`src/rtl/oram_emit_arbiter_if.sv`:
```
// Bundle of requester, write-unit and status signals around the output-RAM emit arbiter.
// slave is the arbiter side; master is the environment (translator, patcher, write unit).
interface oram_emit_arbiter_if #(
  parameter int unsigned ADDR_W = 10
);
  logic              restart;
  logic              a_valid;
  logic [31:0]       a_data;
  logic              a_ready;
  logic              b_valid;
  logic [ADDR_W-1:0] b_addr;
  logic [31:0]       b_data;
  logic              b_ready;
  logic              wr_start;
  logic [ADDR_W-1:0] wr_addr;
  logic [31:0]       wr_data;
  logic              wr_ready;
  logic [ADDR_W-1:0] emit_ptr;
  logic              overflow;
  logic              patch_err;
  logic              busy;

  modport slave (
    input  restart, a_valid, a_data, b_valid, b_addr, b_data, wr_ready,
    output a_ready, b_ready, wr_start, wr_addr, wr_data, emit_ptr, overflow, patch_err, busy
  );

  modport master (
    output restart, a_valid, a_data, b_valid, b_addr, b_data, wr_ready,
    input  a_ready, b_ready, wr_start, wr_addr, wr_data, emit_ptr, overflow, patch_err, busy
  );
endinterface

```
`src/rtl/oram_emit_arbiter.sv`:
```
// Shares the single output-RAM write port between the translator stream (FIFO-buffered
// append at a running emit pointer) and the branch back-patcher (overwrite at an address).
module oram_emit_arbiter #(
  parameter int unsigned ADDR_W    = 10,
  parameter int unsigned DEPTH     = 4,
  parameter int unsigned BASE_ADDR = 0
) (
  input logic                clk,
  input logic                reset,
  oram_emit_arbiter_if.slave bus
);

  localparam int unsigned       PTR_W    = (DEPTH > 1) ? $clog2(DEPTH) : 1;
  localparam logic [ADDR_W-1:0] PTR_LAST = {ADDR_W{1'b1}};
  localparam logic [ADDR_W-1:0] BASE     = ADDR_W'(BASE_ADDR);
  localparam logic [PTR_W:0]    FULL_CNT = (PTR_W + 1)'(DEPTH);

  typedef enum logic [1:0] {StIdle, StIssue, StWaitBusy, StWaitDone} state_e;

  state_e            r_state, w_state_nxt;
  logic [31:0]       r_mem [DEPTH];
  logic [PTR_W-1:0]  r_wptr, r_rptr;
  logic [PTR_W:0]    r_count;
  logic [ADDR_W-1:0] r_emit_ptr, r_wr_addr;
  logic [31:0]       r_wr_data;
  logic              r_overflow, r_patch_err, r_last_b;

  logic w_full, w_a_pend, w_slot, w_a_ready, w_push;
  logic w_grant_a, w_grant_b, w_b_bad;

  assign w_full    = (r_count == FULL_CNT);
  assign w_a_pend  = (r_count != '0);
  // A grant slot exists only in IDLE with an idle write unit and no restart this cycle.
  assign w_slot    = reset && (r_state == StIdle) && bus.wr_ready && !bus.restart;
  assign w_a_ready = reset && !w_full && !r_overflow && !bus.restart;
  assign w_push    = bus.a_valid && w_a_ready;
  assign w_grant_a = w_slot && w_a_pend && (!bus.b_valid || r_last_b);
  assign w_grant_b = w_slot && bus.b_valid && (!w_a_pend || !r_last_b);
  assign w_b_bad   = (bus.b_addr >= r_emit_ptr);

  assign bus.a_ready   = w_a_ready;
  assign bus.b_ready   = w_grant_b;
  // A restart landing on the ISSUE cycle cancels the command before the unit ever sees it.
  assign bus.wr_start  = (r_state == StIssue) && !bus.restart;
  assign bus.wr_addr   = r_wr_addr;
  assign bus.wr_data   = r_wr_data;
  assign bus.emit_ptr  = r_emit_ptr;
  assign bus.overflow  = r_overflow;
  assign bus.patch_err = r_patch_err;
  assign bus.busy      = (r_state != StIdle) || w_a_pend;

  always_ff @(posedge clk or negedge reset) begin
    if (!reset) begin
      r_state <= StIdle;
    end else begin
      r_state <= w_state_nxt;
    end
  end

  always_comb begin
    w_state_nxt = r_state;
    case (r_state)
      StIdle:     if (w_grant_a || (w_grant_b && !w_b_bad)) w_state_nxt = StIssue;
      StIssue:    w_state_nxt = bus.restart ? StIdle : StWaitBusy;
      StWaitBusy: if (!bus.wr_ready) w_state_nxt = StWaitDone;
      StWaitDone: if (bus.wr_ready) w_state_nxt = StIdle;
      default:    w_state_nxt = StIdle;
    endcase
  end

  always_ff @(posedge clk) begin
    if (w_push) begin
      r_mem[r_wptr] <= bus.a_data;
    end
  end

  always_ff @(posedge clk or negedge reset) begin
    if (!reset) begin
      r_wptr      <= '0;
      r_rptr      <= '0;
      r_count     <= '0;
      r_emit_ptr  <= BASE;
      r_wr_addr   <= '0;
      r_wr_data   <= '0;
      r_overflow  <= 1'b0;
      r_patch_err <= 1'b0;
      r_last_b    <= 1'b1;
    end else if (bus.restart) begin
      r_wptr      <= '0;
      r_rptr      <= '0;
      r_count     <= '0;
      r_emit_ptr  <= BASE;
      r_overflow  <= 1'b0;
      r_patch_err <= 1'b0;
      r_last_b    <= 1'b1;
    end else begin
      if (w_push) begin
        r_wptr <= r_wptr + PTR_W'(1);
      end
      if (w_grant_a) begin
        r_rptr <= r_rptr + PTR_W'(1);
      end
      r_count <= r_count + (PTR_W + 1)'(w_push) - (PTR_W + 1)'(w_grant_a);

      if (w_grant_a) begin
        r_last_b  <= 1'b0;
        r_wr_addr <= r_emit_ptr;
        r_wr_data <= r_mem[r_rptr];
        // Last address: write it, then freeze the pointer and discard the queued words.
        if (r_emit_ptr == PTR_LAST) begin
          r_overflow <= 1'b1;
          r_wptr     <= '0;
          r_rptr     <= '0;
          r_count    <= '0;
        end else begin
          r_emit_ptr <= r_emit_ptr + ADDR_W'(1);
        end
      end

      if (w_grant_b) begin
        r_last_b <= 1'b1;
        if (w_b_bad) begin
          r_patch_err <= 1'b1;
        end else begin
          r_wr_addr <= bus.b_addr;
          r_wr_data <= bus.b_data;
        end
      end
    end
  end

endmodule

```
`src/flat_wrapper.sv`:
```
// flat-port wrapper written by rule: the top's interface ports become plain ports
module oram_emit_arbiter_flat 
#(
  parameter int unsigned ADDR_W    = 10,
  parameter int unsigned DEPTH     = 4,
  parameter int unsigned BASE_ADDR = 0
)
  (clk, reset, bus_restart, bus_a_valid, bus_a_data, bus_b_valid, bus_b_addr, bus_b_data, bus_wr_ready, bus_a_ready, bus_b_ready, bus_wr_start, bus_wr_addr, bus_wr_data, bus_emit_ptr, bus_overflow, bus_patch_err, bus_busy);
  oram_emit_arbiter_if #(.ADDR_W(ADDR_W)) bus_i ();
  input logic clk;
  input logic reset;
  input wire logic [$bits(bus_i.restart)-1:0] bus_restart;
  input wire logic [$bits(bus_i.a_valid)-1:0] bus_a_valid;
  input wire logic [$bits(bus_i.a_data)-1:0] bus_a_data;
  input wire logic [$bits(bus_i.b_valid)-1:0] bus_b_valid;
  input wire logic [$bits(bus_i.b_addr)-1:0] bus_b_addr;
  input wire logic [$bits(bus_i.b_data)-1:0] bus_b_data;
  input wire logic [$bits(bus_i.wr_ready)-1:0] bus_wr_ready;
  output wire logic [$bits(bus_i.a_ready)-1:0] bus_a_ready;
  output wire logic [$bits(bus_i.b_ready)-1:0] bus_b_ready;
  output wire logic [$bits(bus_i.wr_start)-1:0] bus_wr_start;
  output wire logic [$bits(bus_i.wr_addr)-1:0] bus_wr_addr;
  output wire logic [$bits(bus_i.wr_data)-1:0] bus_wr_data;
  output wire logic [$bits(bus_i.emit_ptr)-1:0] bus_emit_ptr;
  output wire logic [$bits(bus_i.overflow)-1:0] bus_overflow;
  output wire logic [$bits(bus_i.patch_err)-1:0] bus_patch_err;
  output wire logic [$bits(bus_i.busy)-1:0] bus_busy;
  assign bus_i.restart = bus_restart;
  assign bus_i.a_valid = bus_a_valid;
  assign bus_i.a_data = bus_a_data;
  assign bus_i.b_valid = bus_b_valid;
  assign bus_i.b_addr = bus_b_addr;
  assign bus_i.b_data = bus_b_data;
  assign bus_i.wr_ready = bus_wr_ready;
  assign bus_a_ready = bus_i.a_ready;
  assign bus_b_ready = bus_i.b_ready;
  assign bus_wr_start = bus_i.wr_start;
  assign bus_wr_addr = bus_i.wr_addr;
  assign bus_wr_data = bus_i.wr_data;
  assign bus_emit_ptr = bus_i.emit_ptr;
  assign bus_overflow = bus_i.overflow;
  assign bus_patch_err = bus_i.patch_err;
  assign bus_busy = bus_i.busy;
  oram_emit_arbiter #(.ADDR_W(ADDR_W), .DEPTH(DEPTH), .BASE_ADDR(BASE_ADDR)) u_core (.clk(clk), .reset(reset), .bus(bus_i));
endmodule
```
`config.mk`:
```
export PLATFORM = sky130hd
export DESIGN_NAME = oram_emit_arbiter_flat
export DESIGN_NICKNAME = d
export VERILOG_FILES = /design/src/rtl/oram_emit_arbiter_if.sv /design/src/rtl/oram_emit_arbiter.sv /design/src/flat_wrapper.sv
export SDC_FILE = /design/constraint.sdc
export NUM_CORES = 1
export LEC_CHECK = 0
export BUFFER_PORTS_ARGS = -buffer_cell sky130_fd_sc_hd__buf_2
export CAP_MARGIN = 5
export CORE_AREA = 10 10 133 123
export DETAILED_ROUTE_END_ITERATION = 8
export DIE_AREA = 0 0 143 133
export HOLD_SLACK_MARGIN = 0.03
export PLACE_DENSITY = 0.91
export SLEW_MARGIN = 20
export SYNTH_ARGS = -nofsm -noshare
export SYNTH_HDL_FRONTEND = slang
export SYNTH_SLANG_ARGS = --single-unit
```
`constraint.sdc`:
```
create_clock -name clk -period 6.15 [get_ports clk]
set_input_delay 0.3075 -clock clk [delete_from_list [all_inputs] [get_ports clk]]
set_output_delay 0.3075 -clock clk [all_outputs]
set_load 0.05 [all_outputs]
```
Word-level counts from Yosys, hierarchy flattened
Memory sizes are Yosys's and may differ from the RTL's.
Cells that the tools add are included.
{"block": "word_totals", "reg_bits": 64, "latchBits": 0, "mem_bits_rw": 128, "rom_bits": 0, "input_bits": 80, "out_inout_bits": 58, "word_cells": 98, "mem_count": 1}
{"block": "classes", "addsub": 5, "n_mul": 0, "n_div": 0, "n_lt_le_gt_ge": 1, "eq_ne": 9, "shift": 0, "mux": 36, "bitwise_logic": 0, "reduce_logical": 36}
{"memory": "u_core.r_mem", "depth": 4, "width": 32, "rd": 1, "rd_ports_with_merged_regs": 0, "wr": 1, "line_no": "oram_emit_arbiter.sv:21", "text": "logic [31:0] r_mem [DEPTH];"}
{"operator": "32-bit two-way mux", "count": 3}
{"operator": "10-bit two-way mux", "count": 6}
{"operator": "2-bit two-way mux", "count": 12}
{"operator": "1-bit logical AND", "count": 13}
{"operator": "1-bit two-way mux", "count": 11}
{"operator": "10-bit by 1-bit adder with 10-bit output (second input constant)", "count": 1}
{"operator": "10-bit == test (second input constant)", "count": 1}
{"operator": "10-bit >= comparator", "count": 1}
{"operator": "2-bit nonzero test", "count": 5}
{"operator": "3-bit two-way mux", "count": 3}
{"operator": "2-bit inequality test (second input constant)", "count": 4}
{"operator": "2-bit one-hot mux with 4 select lines", "count": 1}
{"operator": "1-bit zero test", "count": 7}
{"operator": "2-bit AND reduction", "count": 3}
{"operator": "3-bit nonzero test", "count": 2}
{"operator": "2-bit by 1-bit adder with 2-bit output (second input constant)", "count": 2}
{"operator": "2-bit == test (second input constant)", "count": 2}
{"operator": "1-bit logical OR", "count": 4}
{"operator": "3-bit by 1-bit adder with 3-bit output", "count": 1}
{"operator": "3-bit == test (second input constant)", "count": 1}
{"operator": "3-bit AND reduction", "count": 1}
{"operator": "3-bit by 1-bit subtractor with 3-bit output", "count": 1}
{"operator": "2-bit by 1-bit == test with 1-bit output (second input constant)", "count": 1}
{"operator": "2-bit zero test", "count": 1}

Longest topological paths before layout
{"block": "depth", "depth_word": 11, "depth_mapped": 10, "mapped_depth_nobuf": 9}

Worst setup path after synthesis
OpenSTA, ideal clock, no wires.
{"block": "synth_timing", "path_type": "flip-flop to flip-flop", "from": "register u_core.r_overflow (netlist: u_core.bus.overflow)", "to": "register u_core.r_count[2]", "setup_ns": 0.123, "t_arrival_ns": 3.091, "t_required_ns": 6.027, "slack_ns": 2.936, "stages_incl_launch_ff": 10, "n_path_buf": 1, "path_cell_list": "dfrtp_1 a2111oi_2 and2_0 clkbuf_1 ha_1 inv_1 fa_1 xor2_1 xnor2_1 nor2_1"}
{"block": "synth_via", "elab_chain_len": 9}
{"item": "start, declared", "line_no": "oram_emit_arbiter.sv:26", "text": "logic r_overflow, r_patch_err, r_last_b;"}
{"item": "start signal, assigned", "line_no": "oram_emit_arbiter.sv:85", "text": "r_overflow <= 1'b0;"}
{"item": "start signal, assigned", "line_no": "oram_emit_arbiter.sv:93", "text": "r_overflow <= 1'b0;"}
{"item": "start signal, assigned", "line_no": "oram_emit_arbiter.sv:111", "text": "r_overflow <= 1'b1;"}
{"item": "1-bit zero test *", "line_no": "oram_emit_arbiter.sv:35", "text": "assign w_a_ready = reset && !w_full && !r_overflow && !bus.restart;"}
{"item": "1-bit logical AND * (2 in series)", "line_no": "oram_emit_arbiter.sv:35"}
{"item": "via bus_a_ready", "line_no": "flat_wrapper.sv:19", "text": "output wire logic [$bits(bus_i.a_ready)-1:0] bus_a_ready;"}
{"item": "1-bit logical AND *", "line_no": "oram_emit_arbiter.sv:36", "text": "assign w_push = bus.a_valid && w_a_ready;"}
{"item": "3-bit by 1-bit adder with 3-bit output *", "line_no": "oram_emit_arbiter.sv:103", "text": "r_count <= r_count + (PTR_W + 1)'(w_push) - (PTR_W + 1)'(w_grant_a);"}
{"item": "3-bit by 1-bit subtractor with 3-bit output *", "line_no": "oram_emit_arbiter.sv:103"}
{"item": "3-bit two-way mux", "line_no": "oram_emit_arbiter.sv:110", "text": "if (r_emit_ptr == PTR_LAST) begin"}
{"item": "3-bit two-way mux *", "line_no": "oram_emit_arbiter.sv:105", "text": "if (w_grant_a) begin"}
{"item": "3-bit two-way mux *", "line_no": "oram_emit_arbiter.sv:88", "text": "end else if (bus.restart) begin"}
{"item": "end signal, assigned", "line_no": "oram_emit_arbiter.sv:103"}
{"item": "end, declared", "line_no": "oram_emit_arbiter.sv:23", "text": "logic [PTR_W:0] r_count;"}
Mark *: on every way through the listed nets, which the timed path passes. The rest lies on a longest branch.
A chain may end at the register's enable or synchronous reset.

Worst setup path in the final report
{"block": "layout_timing", "from": "register u_core.r_emit_ptr[3] (netlist: u_core.bus.emit_ptr[3])", "to": "register u_core.r_wr_data[24] (netlist: u_core.bus.wr_data[24])"}
{"block": "layout_via", "elab_chain_len": 3}
{"item": "start, declared", "line_no": "oram_emit_arbiter.sv:24", "text": "logic [ADDR_W-1:0] r_emit_ptr, r_wr_addr;"}
{"item": "start signal, assigned", "line_no": "oram_emit_arbiter.sv:116", "text": "r_emit_ptr <= r_emit_ptr + ADDR_W'(1);"}
{"item": "10-bit >= comparator", "line_no": "oram_emit_arbiter.sv:39", "text": "assign w_b_bad = (bus.b_addr >= r_emit_ptr);"}
{"item": "32-bit two-way mux", "line_no": "oram_emit_arbiter.sv:122", "text": "if (w_b_bad) begin"}
{"item": "32-bit two-way mux", "line_no": "oram_emit_arbiter.sv:120", "text": "if (w_grant_b) begin"}
{"item": "end signal, assigned", "line_no": "oram_emit_arbiter.sv:108", "text": "r_wr_data <= r_mem[r_rptr];"}
{"item": "end signal, assigned", "line_no": "oram_emit_arbiter.sv:126", "text": "r_wr_data <= bus.b_data;"}
{"item": "end, declared", "line_no": "oram_emit_arbiter.sv:25", "text": "logic [31:0] r_wr_data;"}
Every way passes these cells.

==> flow_metrics.py <==
metrics = {
    "synth": {
        "synth_top_family_by_area": "multiplexers",
        "synth_adder_area_share_pct": 2.76,
        "synth.avg_cell_area_um2": 17.2,
        "synthMuxAreaShare_pct": 9.42,
        "synthXorXnorAreaFrac_pct": 1.32,
        "synth-compound-area-share_pct": 8.37,
        "synth_edf_count": 128,
        "synthSimpleGateAreaFrac_pct": 7.25,
        "postSynthCellCount": 464,
        "synth-seq-cells": 192,
        "syn-num-nets": 561,
        "ys_types": 46,
        "synth_ff_type": "edfxtp_1",
        "yosysTopAreaCellShare_pct": 48.2,
        "synth-async-reset-ratio_pct": 33.3,
        "yosysSeqAreaShare_pct": 68.3,
        "ys_warn_count": 0,
        "yosysTopAreaCell": "edfxtp_1",
        "synth_area_leaders": "edfxtp_1, dfrtp_1, mux4_2",
        "syn-cell-area_um2": 7970,
    },
    "finish": {
        "syn2layout_area_growth_pct": 18.3,
        "drive_above_1_share_pct": 35.4,
        "fillers": 885,
        "design_area_um2": 9430,
        "utilization_pct": 68.8,
        "fin_nets": 699,
    },
    "cts": {
        "cts_root_buf": "clkbuf_16",
        "cts_sinks": 192,
        "cts_tree": "yes",
        "post_cts_buffers": 0,
        "cts_buffers": 17,
        "cts_buffer_depth": 2,
        "htreeDepth": 4,
        "cts_hold_buf": 0,
        "insertion_delay_ns": 0.43,
        "cts.clk_slew.worst_paths_ns": 0.07,
        "cts.repair.resized": 0,
    },
    "run": {
        "cap_violations": 0,
    },
    "drt": {
        "vias_per_cell": 5.90,
        "totalWireLength_um": 17600,
        "drtIter0Drc": 394,
        "dr_total_vias": 4664,
        "ant_nets": 0,
        "routedWlPerCell_um": 22.3,
        "drt_first_pass_iters": 5,
        "drc": 0,
    },
    "die": {
        "die_h_um": 133,
        "rows": 41,
        "die_w_um": 143,
        "die_area_um2": 19000,
        "ios": 138,
        "coreArea_um2": 13700,
        "start_util_pct": 58.2,
    },
    "timing": {
        "maxSlewViolCount": 0,
        "fin_tns_setup_ns": 0,
        "relSlewSlack_pct": 37.3,
        "rsz0062_at_grt": "false",
        "fin_crit_ns": 3.05,
        "clock-skew-final_ns": 0.0151,
        "hold_slack_ns": 0.0671,
        "fin_crit_sh_pct": 49.5,
        "setup-violations-final": 0,
        "fmax_ghz": 0.328,
        "hold_viol_final": 0,
        "worst_pin_slew_ns": 0.939,
    },
    "global_routing": {
        "met2_usage_pct": 31.3,
        "busiest_layer": "met2",
        "antenna_found_initial": 2,
        "grt_max_degree": 67,
        "overflow": 0,
        "met3_usage_pct": 6.76,
        "grt_pass1_vias": 5015,
        "grt_pass1_wl_um": 27500,
        "gr-usage-met1_pct": 22.8,
        "grt_util_all_layers_pct": 19.0,
    },
    "placement": {
        "place.gp.congestion": 0.823,
        "dp_hpwl_um": 11700,
        "portBuffers": 137,
        "postPlaceCellArea_um2": 8800,
    },
    "power_and_ir_drop": {
        "leakagePower_nw": 3.53,
        "peakVddDrop_v": 0.000371,
        "powerDensity_nw_per_um2": 402,
    },
    "setup_path": {
        "required_ns": 6.46,
        "crit_type": "reg2reg",
        "worstReg2RegEnd": "u_core.bus.wr_data[24]$_DFFE_PN0N_",
        "endpoint_kind": "flop",
        "startpoint_type": "flop",
        "rr_worst_depth": 7,
        "rrSetupSlack_ns": 3.10,
        "worstPathArrival_ns": 3.35,
        "reg2reg_from": "u_core.bus.emit_ptr[3]$_DFFE_PN0P_",
        "crit_fanout": 42,
    },
    "hold_path": {
        "hp-class": "in2async",
    },
    "run_status": {
        "outcome": "finished clean",
    },
}
## layout by cell type (no fill, tap or decap), types with 3 or more instances in the layout
cell       Yosys  routed
a21o_1         4       4
a21oi_1        5       5
and3_2         0       4
buf_2          4     137
buf_4          0       5
bufinv_16      0       4
clkbuf_1      14       3
clkbuf_16      0      17
dfrtp_1       63      62
diode_2        0       3
edfxtp_1     128     128
ha_1          16      16
inv_1         20      20
inv_6          0       3
mux2i_1        3       3
mux4_2        32      32
nand2_1       12      12
nand2b_1      11      11
nand3_1        6       5
nor2_1        17      17
nor4_1         4       4
o221a_1       42      42
or2_1         32      32
xnor2_1       11      11
## report_power, final
| group | switching [mW] | leakage [nW] | internal [mW] |
|---|---|---|---|
| clock network | 0.465 | 0.301 | 0.687 |
| logic | 0.723 | 1.28 | 0.272 |
| registers | 0.101 | 1.95 | 1.54 |
## cells by family after synthesis
family | Yosys count
xor+xnor | 12
fa+ha+maj | 17
compound gates | 64
buf+inv | 45
mux | 35
flops | 192
simple gates | 99
## sequential cells by signal (all words and copies together), names as in the netlist, named ones only
name and flops:
u_core.r_state 1, u_core.r_last_b 1, u_core.r_count 3, u_core.r_rptr 2, u_core.bus.wr_data 32, u_core.bus.wr_addr 10
u_core.bus.emit_ptr 10, u_core.bus.patch_err 1, u_core.r_mem 128, u_core.r_wptr 2, u_core.bus.overflow 1
## cells in the mapped netlist, types with 2 or more instances
master,n
buf_6,4
xnor2_1,11
clkbuf_1,14
o21ai_1,2
dfrtp_1,63
or3_1,2
nand2_1,12
inv_1,20
or2_0,2
o221a_1,42
inv_2,2
nor4_1,4
ha_1,16
nand4_1,2
mux4_2,32
or2_1,32
mux2i_1,3
a21o_1,4
nor2_1,17
buf_2,4
nand3_1,6
nand2b_1,11
edfxtp_1,128
and3_1,5
a21oi_1,5
## worst max-delay path: stages (launching register included)
cell	delay, ns
dfrtp_1	0.50
inv_1	0.14
ha_1	0.33
a21o_1	0.16
a21oi_1	0.22
o32a_1	0.24
nand3_2	0.73
o221a_1	0.59
## how the worst max path moves through the flow
stage,start,endpoint,slack (ns),cells after the start
3_3_place_gp,reset,u_core.bus.wr_data[19]$_DFFE_PN0N_,2.88,8
3_5_place_dp,reset,u_core.bus.wr_data[19]$_DFFE_PN0N_,2.72,8
5_1_grt,u_core.bus.emit_ptr[3]$_DFFE_PN0P_,u_core.bus.wr_addr[1]$_DFFE_PN0N_,2.90,7
6_report,u_core.bus.emit_ptr[3]$_DFFE_PN0P_,u_core.bus.wr_data[24]$_DFFE_PN0N_,3.10,7
2_1_floorplan,u_core.bus.overflow$_DFFE_PN0P_,u_core.r_count[2]$_DFF_PN0_,2.94,9
4_1_cts,u_core.bus.emit_ptr[3]$_DFFE_PN0P_,u_core.bus.wr_data[25]$_DFFE_PN0N_,3.13,7
## through the flow
stage	setup WS [ns]	cells	total power [mW]
2_1_floorplan	2.94	464	2.39
3_3_place_gp	2.88	755	2.64
3_5_place_dp	2.72	755	2.68
4_1_cts	3.13	787	3.82
5_1_grt	2.90	787	3.93
6_report	3.10	790	3.79
## layer usage
metal | vias to the layer above | share of wire (%)
met2 | 174 | 52
met4 | 2 | 0.90
li1 | 2090 | -
met5 | - | 0.040
met1 | 2383 | 39
met3 | 15 | 8.0
## layout make-up
type	instances	area (um^2)	share of cell area, %
Sequential cell	192	5450	57.8
Clock inverter	12	184	1.95
Antenna cell	3	7.51	0.0796
Inverter	22	82.6	0.876
Multi-Input combinational cell	227	2330	24.7
Clock buffer	20	437	4.63
Tap cell	172	215	2.28
Timing Repair Buffer	142	723	7.67
(Power assumes the default switching activity.)
